### config.mk
export PLATFORM = sky130hd
export DESIGN_NAME = grid_access_arbiter
export DESIGN_NICKNAME = d
export VERILOG_FILES = /design/src/rtl/grid_access_arbiter_pkg.sv /design/src/rtl/grid_access_arbiter_rr_pick.sv /design/src/rtl/grid_access_arbiter.sv
export SDC_FILE = /design/constraint.sdc
export NUM_CORES = 1
export LEC_CHECK = 0
export ABC_CLOCK_PERIOD_IN_PS = 9800
export BUFFER_PORTS_ARGS = -buffer_cell sky130_fd_sc_hd__buf_2
export CORE_MARGIN = 2
export CORE_UTILIZATION = 51
export CTS_BUF_LIST = sky130_fd_sc_hd__clkbuf_8
export CTS_CLUSTER_SIZE = 14
export DETAILED_ROUTE_END_ITERATION = 12
export HOLD_SLACK_MARGIN = 0.15
export PLACE_DENSITY_LB_ADDON = 0.2
export SYNTH_ARGS = -nofsm -noshare
export SYNTH_HDL_FRONTEND = slang
export SYNTH_SLANG_ARGS = --single-unit
### constraint.sdc
create_clock -name clk -period 9.8 [get_ports clk]
set_clock_uncertainty 0.05 [all_clocks]
set_input_delay 0.98 -clock clk [delete_from_list [all_inputs] [get_ports clk]]
set_output_delay 0.98 -clock clk [all_outputs]
set_load 0.005 [all_outputs]
### src/rtl/grid_access_arbiter_pkg.sv
// Shared placement definitions: op encodings, arbiter FSM states and the
// free-cell marker used by claim operations and the placement datapath.
package grid_access_arbiter_pkg;

  typedef enum logic [1:0] {
    OP_READ  = 2'b00,
    OP_WRITE = 2'b01,
    OP_CLAIM = 2'b10,
    OP_RSVD  = 2'b11
  } op_e;

  typedef enum logic [2:0] {
    ST_IDLE      = 3'd0,
    ST_ISSUE     = 3'd1,
    ST_RD_WAIT   = 3'd2,
    ST_CLAIM_CHK = 3'd3,
    ST_CLAIM_WR  = 3'd4,
    ST_RESP      = 3'd5
  } state_e;

  // A grid cell holding this value is free and may be claimed.
  localparam int EMPTY_CELL = -1;

  // Round-robin successor of idx among n requesters.
  function automatic int wrap_next(input int idx, input int n);
    return (idx + 1 >= n) ? 0 : idx + 1;
  endfunction

endpackage

### src/rtl/grid_access_arbiter_rr_pick.sv
// Combinational round-robin selector: one-hot grant to the first valid
// requester at or after ptr, wrapping past the top index.
module rr_pick #(
  parameter int N_REQ = 4,
  parameter int PTR_W = $clog2(N_REQ)
) (
  input  logic [N_REQ-1:0] valid,
  input  logic [PTR_W-1:0] ptr,
  output logic [N_REQ-1:0] grant
);

  int               idx;
  logic [PTR_W-1:0] sel;
  logic             found;

  // Scan from ptr upwards and keep only the first valid hit.
  always_comb begin
    grant = '0;
    found = 1'b0;
    idx   = 0;
    sel   = '0;
    for (int i = 0; i < N_REQ; i++) begin
      idx = int'(ptr) + i;
      if (idx >= N_REQ) idx = idx - N_REQ;
      sel = PTR_W'(idx);
      if (!found && valid[sel]) begin
        grant[sel] = 1'b1;
        found      = 1'b1;
      end
    end
  end

endmodule

### src/rtl/grid_access_arbiter.sv
// Round-robin arbiter giving N_REQ requesters serialized access to one
// single-port grid RAM (1-cycle registered read). Supports read, write and
// an atomic claim (write only if the cell holds EMPTY).
// Handshake: req_ready is a one-hot combinational strobe, high only in IDLE
// for the granted requester; valid & ready in a cycle is the accept, and a
// requester holds valid and payload steady until it sees its ready.
// rsp_valid is a single-cycle pulse with no backpressure.
module grid_access_arbiter
  import grid_access_arbiter_pkg::*;
#(
  parameter int N_REQ  = 4,
  parameter int ADDR_W = 4,
  parameter int DATA_W = 32,
  parameter int EMPTY  = EMPTY_CELL
) (
  input  logic                     clk,
  input  logic                     reset,
  input  logic [N_REQ-1:0]         req_valid,
  input  logic [2*N_REQ-1:0]       req_op,
  input  logic [N_REQ*ADDR_W-1:0]  req_addr,
  input  logic [N_REQ*DATA_W-1:0]  req_wdata,
  output logic [N_REQ-1:0]         req_ready,
  output logic                     rsp_valid,
  output logic [2:0]               rsp_id,
  output logic [DATA_W-1:0]        rsp_data,
  output logic                     rsp_ok,
  output logic                     mem_read,
  output logic                     mem_write,
  output logic [ADDR_W-1:0]        mem_addr,
  output logic [DATA_W-1:0]        mem_wdata,
  input  logic [DATA_W-1:0]        mem_rdata
);

  localparam int                PTR_W   = $clog2(N_REQ);
  localparam logic [DATA_W-1:0] EMPTY_V = DATA_W'(EMPTY);

  state_e              state, state_nx;
  logic [PTR_W-1:0]    rr_ptr;
  logic [N_REQ-1:0]    grant;
  logic                accept;

  logic [2:0]          pick_id;
  op_e                 pick_op;
  logic [ADDR_W-1:0]   pick_addr;
  logic [DATA_W-1:0]   pick_wdata;

  op_e                 lat_op;
  logic [2:0]          lat_id;
  logic [ADDR_W-1:0]   lat_addr;
  logic [DATA_W-1:0]   lat_wdata;
  logic [DATA_W-1:0]   res_data;
  logic                res_ok;

  rr_pick #(.N_REQ(N_REQ), .PTR_W(PTR_W)) u_rr_pick (
    .valid (req_valid),
    .ptr   (rr_ptr),
    .grant (grant)
  );

  assign accept = (state == ST_IDLE) && (|grant);

  // Extract the granted requester's payload from the packed request buses.
  always_comb begin
    pick_id    = '0;
    pick_op    = OP_READ;
    pick_addr  = '0;
    pick_wdata = '0;
    for (int i = 0; i < N_REQ; i++) begin
      if (grant[i]) begin
        pick_id    = 3'(i);
        pick_op    = op_e'(req_op[2*i +: 2]);
        pick_addr  = req_addr[ADDR_W*i +: ADDR_W];
        pick_wdata = req_wdata[DATA_W*i +: DATA_W];
      end
    end
  end

  // FSM state register.
  always_ff @(posedge clk) begin
    if (reset) state <= ST_IDLE;
    else       state <= state_nx;
  end

  // Next state and all outputs; everything idles low while reset is held so
  // an aborted operation neither responds nor touches memory.
  always_comb begin
    state_nx  = state;
    req_ready = '0;
    rsp_valid = 1'b0;
    rsp_id    = '0;
    rsp_data  = '0;
    rsp_ok    = 1'b0;
    mem_read  = 1'b0;
    mem_write = 1'b0;
    mem_addr  = '0;
    mem_wdata = '0;
    if (!reset) begin
      case (state)
        ST_IDLE: begin
          req_ready = grant;
          if (accept) state_nx = (pick_op == OP_RSVD) ? ST_RESP : ST_ISSUE;
        end
        ST_ISSUE: begin
          mem_addr = lat_addr;
          if (lat_op == OP_WRITE) begin
            mem_write = 1'b1;
            mem_wdata = lat_wdata;
            state_nx  = ST_RESP;
          end else begin
            mem_read = 1'b1;
            state_nx = (lat_op == OP_CLAIM) ? ST_CLAIM_CHK : ST_RD_WAIT;
          end
        end
        ST_RD_WAIT:   state_nx = ST_RESP;
        ST_CLAIM_CHK: state_nx = (mem_rdata == EMPTY_V) ? ST_CLAIM_WR : ST_RESP;
        ST_CLAIM_WR: begin
          mem_write = 1'b1;
          mem_addr  = lat_addr;
          mem_wdata = lat_wdata;
          state_nx  = ST_RESP;
        end
        ST_RESP: begin
          rsp_valid = 1'b1;
          rsp_id    = lat_id;
          rsp_data  = res_data;
          rsp_ok    = res_ok;
          state_nx  = ST_IDLE;
        end
        default: state_nx = ST_IDLE;
      endcase
    end
  end

  // Request latch, round-robin pointer and response result registers.
  always_ff @(posedge clk) begin
    if (reset) begin
      rr_ptr    <= '0;
      lat_op    <= OP_READ;
      lat_id    <= '0;
      lat_addr  <= '0;
      lat_wdata <= '0;
      res_data  <= '0;
      res_ok    <= 1'b0;
    end else begin
      if (accept) begin
        lat_op    <= pick_op;
        lat_id    <= pick_id;
        lat_addr  <= pick_addr;
        lat_wdata <= pick_wdata;
        rr_ptr    <= PTR_W'(wrap_next(int'(pick_id), N_REQ));
        // Writes answer with the written value; reserved ops with 0 / fail.
        res_data  <= (pick_op == OP_WRITE) ? pick_wdata : '0;
        res_ok    <= (pick_op == OP_WRITE);
      end
      if (state == ST_RD_WAIT) begin
        res_data <= mem_rdata;
        res_ok   <= 1'b1;
      end
      if (state == ST_CLAIM_CHK) begin
        if (mem_rdata == EMPTY_V) begin
          res_data <= lat_wdata;
          res_ok   <= 1'b1;
        end else begin
          res_data <= mem_rdata;
          res_ok   <= 1'b0;
        end
      end
    end
  end

endmodule

==> reports/qor.yml <==
synth_area_mm2: 0.00517
synth_ff_type: "dfxtp_1"
utilization: 0.670
post_dp_cell_area_mm2: 0.00639
yosysTopAreaCellShare: 0.302
status: "complete, no violations"
first_iter_violations: 601
cts_hold_buf: 0
grt_setup_unrepaired: "no"
cts_buffers: 9
ff_latch_area_mm2: 0.00156
cts_max_path_buffers: 2
dp.cells: 946
netlist_top_cells_area: "dfxtp_1, and2_1, a221oi_2, nor2_1, a222oi_1"
yosysMostFrequentCell: "nor2_1"
first_global_vias: 5523
post_cts_resize_count: 0
setup-tns-final_ps: 0
coreArea_mm2: 0.00982
diodes: 0
worstHoldEndpoint: "lat_op[0]"
num_io_pins: 269
synth_fp_nets: 801
ys_seq_area_frac: 0.302
cts_sinks: 78
htree_levels: 3
setup_viol: 0
avgSynthCellArea_um2: 8.57
fin_hold_ws_ps: 427
clk_pin_slew_ps: 80
ys_warn_count: 0
worstReg2RegEnd: "res_data[14]"
async_flop_share: 0
synth_cell_type_count: 60
drv_cap: 0
finalHoldViolations: 0
synth_edf_count: 0
min_period_over_period: 0.514
final_nets: 1022
slew_violations: 0
post_cts_buffers: 0
ys_ff_latch: 78
cts_tree: "built"
syn_inst: 603
die_w_um: 105
gr-total-overflow: 0
fin_ws_ps: 4760
ir_drop_uv: 160
worstPathMaxFanout: 33
grt_max_degree: 81
totalWireLength_um: 18300
multiInputGateArea_mm2: 0.00324
row_count: 36
relSlewSlack: 0.128
min_path_cells: 2
dpl.hpwl_um: 13500
min_from: "lat_op[0]"
routed_via_density: 6.17
yosysTopAreaCell: "dfxtp_1"
synthTopCellsByCount: "nor2_1, dfxtp_1, and2_1"
final_cell_count_no_fill: 962
leakagePower_nw: 3.00
grt_first_pass_wirelength_um: 28200
drtAntennaViolNets: 0
stdcell_area_mm2: 0.00658
cts.root.buffer_cell: "clkbuf_8"
gp_congestion: 0.954
port_buffers: 267
die-area_mm2: 0.0110
nFillCells: 842
period_minus_slack_ps: 5040
clk_latency_ps: 350
path_class: "flop to flop"
dr_total_vias: 5940
power_density_mw_per_mm2: 267
drive_above_1_share: 0.403
min_path_type: "flop to flop"
area_delta_synth_final_pct: 27.4
reg2reg_depth: 10
antenna_found_initial: 0
ff2ff_setup_slack_ps: 4760
worstReg2RegStart: "rr_ptr[0]"
critPathArrivalTime_ps: 5240
routedWlPerCell_um: 19.0
dpl_worst_slack_ps: 4900
die_h_um: 105
drc_errors: 0
max_freq_mhz: 198
grt_use_total: 0.320
tightest_slew_ps: 1310
p_total_mw: 1.76
start_util: 0.526
critPathRequiredTime_ps: 10000
crit_path_end_kind: "flop"
dr.pass1.iters: 5
startpoint_type: "flop"
## power by group
part / switching, mW / total (mW) / internal, mW
logic: 0.635 / 1.02 / 0.381
registers: 0.0731 / 0.499 / 0.426
clock network: 0.123 / 0.242 / 0.119
total: 0.831 / 1.76 / 0.926
## cell usage in the layout (no fill, tap or decap), types with 2 or more instances in the layout
| cell | instances |
|---|---|
| nand3_1 | 3 |
| a21oi_1 | 8 |
| nor3b_1 | 2 |
| a222oi_1 | 32 |
| nand2_1 | 17 |
| a22oi_1 | 28 |
| a21boi_2 | 2 |
| nand2b_1 | 7 |
| o21ai_0 | 11 |
| buf_2 | 267 |
| dfxtp_1 | 78 |
| buf_4 | 6 |
| clkinvlp_4 | 2 |
| a211oi_1 | 34 |
| clkbuf_8 | 9 |
| nand4_1 | 10 |
| ha_1 | 8 |
| a221oi_2 | 26 |
| inv_6 | 2 |
| o211ai_1 | 2 |
| mux4_2 | 3 |
| and2_1 | 73 |
| nor2_1 | 90 |
| a211oi_2 | 3 |
| nor4_1 | 4 |
| a221oi_1 | 11 |
| nor3_1 | 6 |
| nand3b_1 | 4 |
| clkinv_2 | 2 |
| inv_1 | 11 |
| o22ai_1 | 32 |
| a2bb2oi_1 | 4 |
## state kept, by name, summed over array words and instances (netlist names)
signal,flops
lat_wdata,32
res_data,32
lat_addr,4
state,3
lat_id,2
lat_op,2
rr_ptr,2
res_ok,1
## area by class of cell
| cell class | count | area share |
|---|---|---|
| Tap cell | 133 | 0.0253 |
| Clock inverter | 7 | 0.0110 |
| Inverter | 11 | 0.00627 |
| Timing Repair Buffer | 273 | 0.210 |
| Clock buffer | 9 | 0.0188 |
| Sequential cell | 78 | 0.237 |
| Multi-Input combinational cell | 451 | 0.492 |
## worst max-delay path by stage
| stage | from | endpoint | slack, ps | cells after the start |
|---|---|---|---|---|
| global placement | req_valid[1] | res_data[18] | 5090 | 9 |
| detailed placement | rr_ptr[0] | res_data[17] | 4900 | 10 |
| CTS | rr_ptr[0] | res_data[17] | 4900 | 10 |
| global route | rr_ptr[0] | res_data[23] | 4410 | 10 |
| floorplan | req_valid[1] | req_ready[2] | 6410 | 6 |
| finish | rr_ptr[0] | res_data[14] | 4760 | 10 |
## layer usage
layer | vias to the layer above | GRT usage | routed length, um
li1 | 2772 | - | -
met1 | 2781 | 0.373 | 7010
met2 | 336 | 0.563 | 9080
met3 | 51 | 0.0711 | 1640
met4 | 0 | 0.133 | 587
met5 | - | 0 | 0
## cells by family (layout without fill, tap and decap cells)
kind of cell | after synthesis | after routing | synth area share
compound gates | 210 | 210 | 0.357
fa+ha+maj | 8 | 8 | 0.0194
buf+inv | 74 | 300 | 0.0772
flops | 78 | 78 | 0.302
mux | 3 | 3 | 0.0131
other cells | 1 | 1 | 0.000726
simple gates | 229 | 229 | 0.230
## worst max-delay path, cell delays in order, from the launching register on
cell	delay, ps
dfxtp_1	600
inv_1	130
ha_1	390
or3b_1	420
a2111o_1	440
a21oi_1	240
o211a_1	1060
a21oi_1	170
nand3_1	210
nand4_2	770
o22ai_1	440
Note: power is estimated with default switching activity, not from simulation.
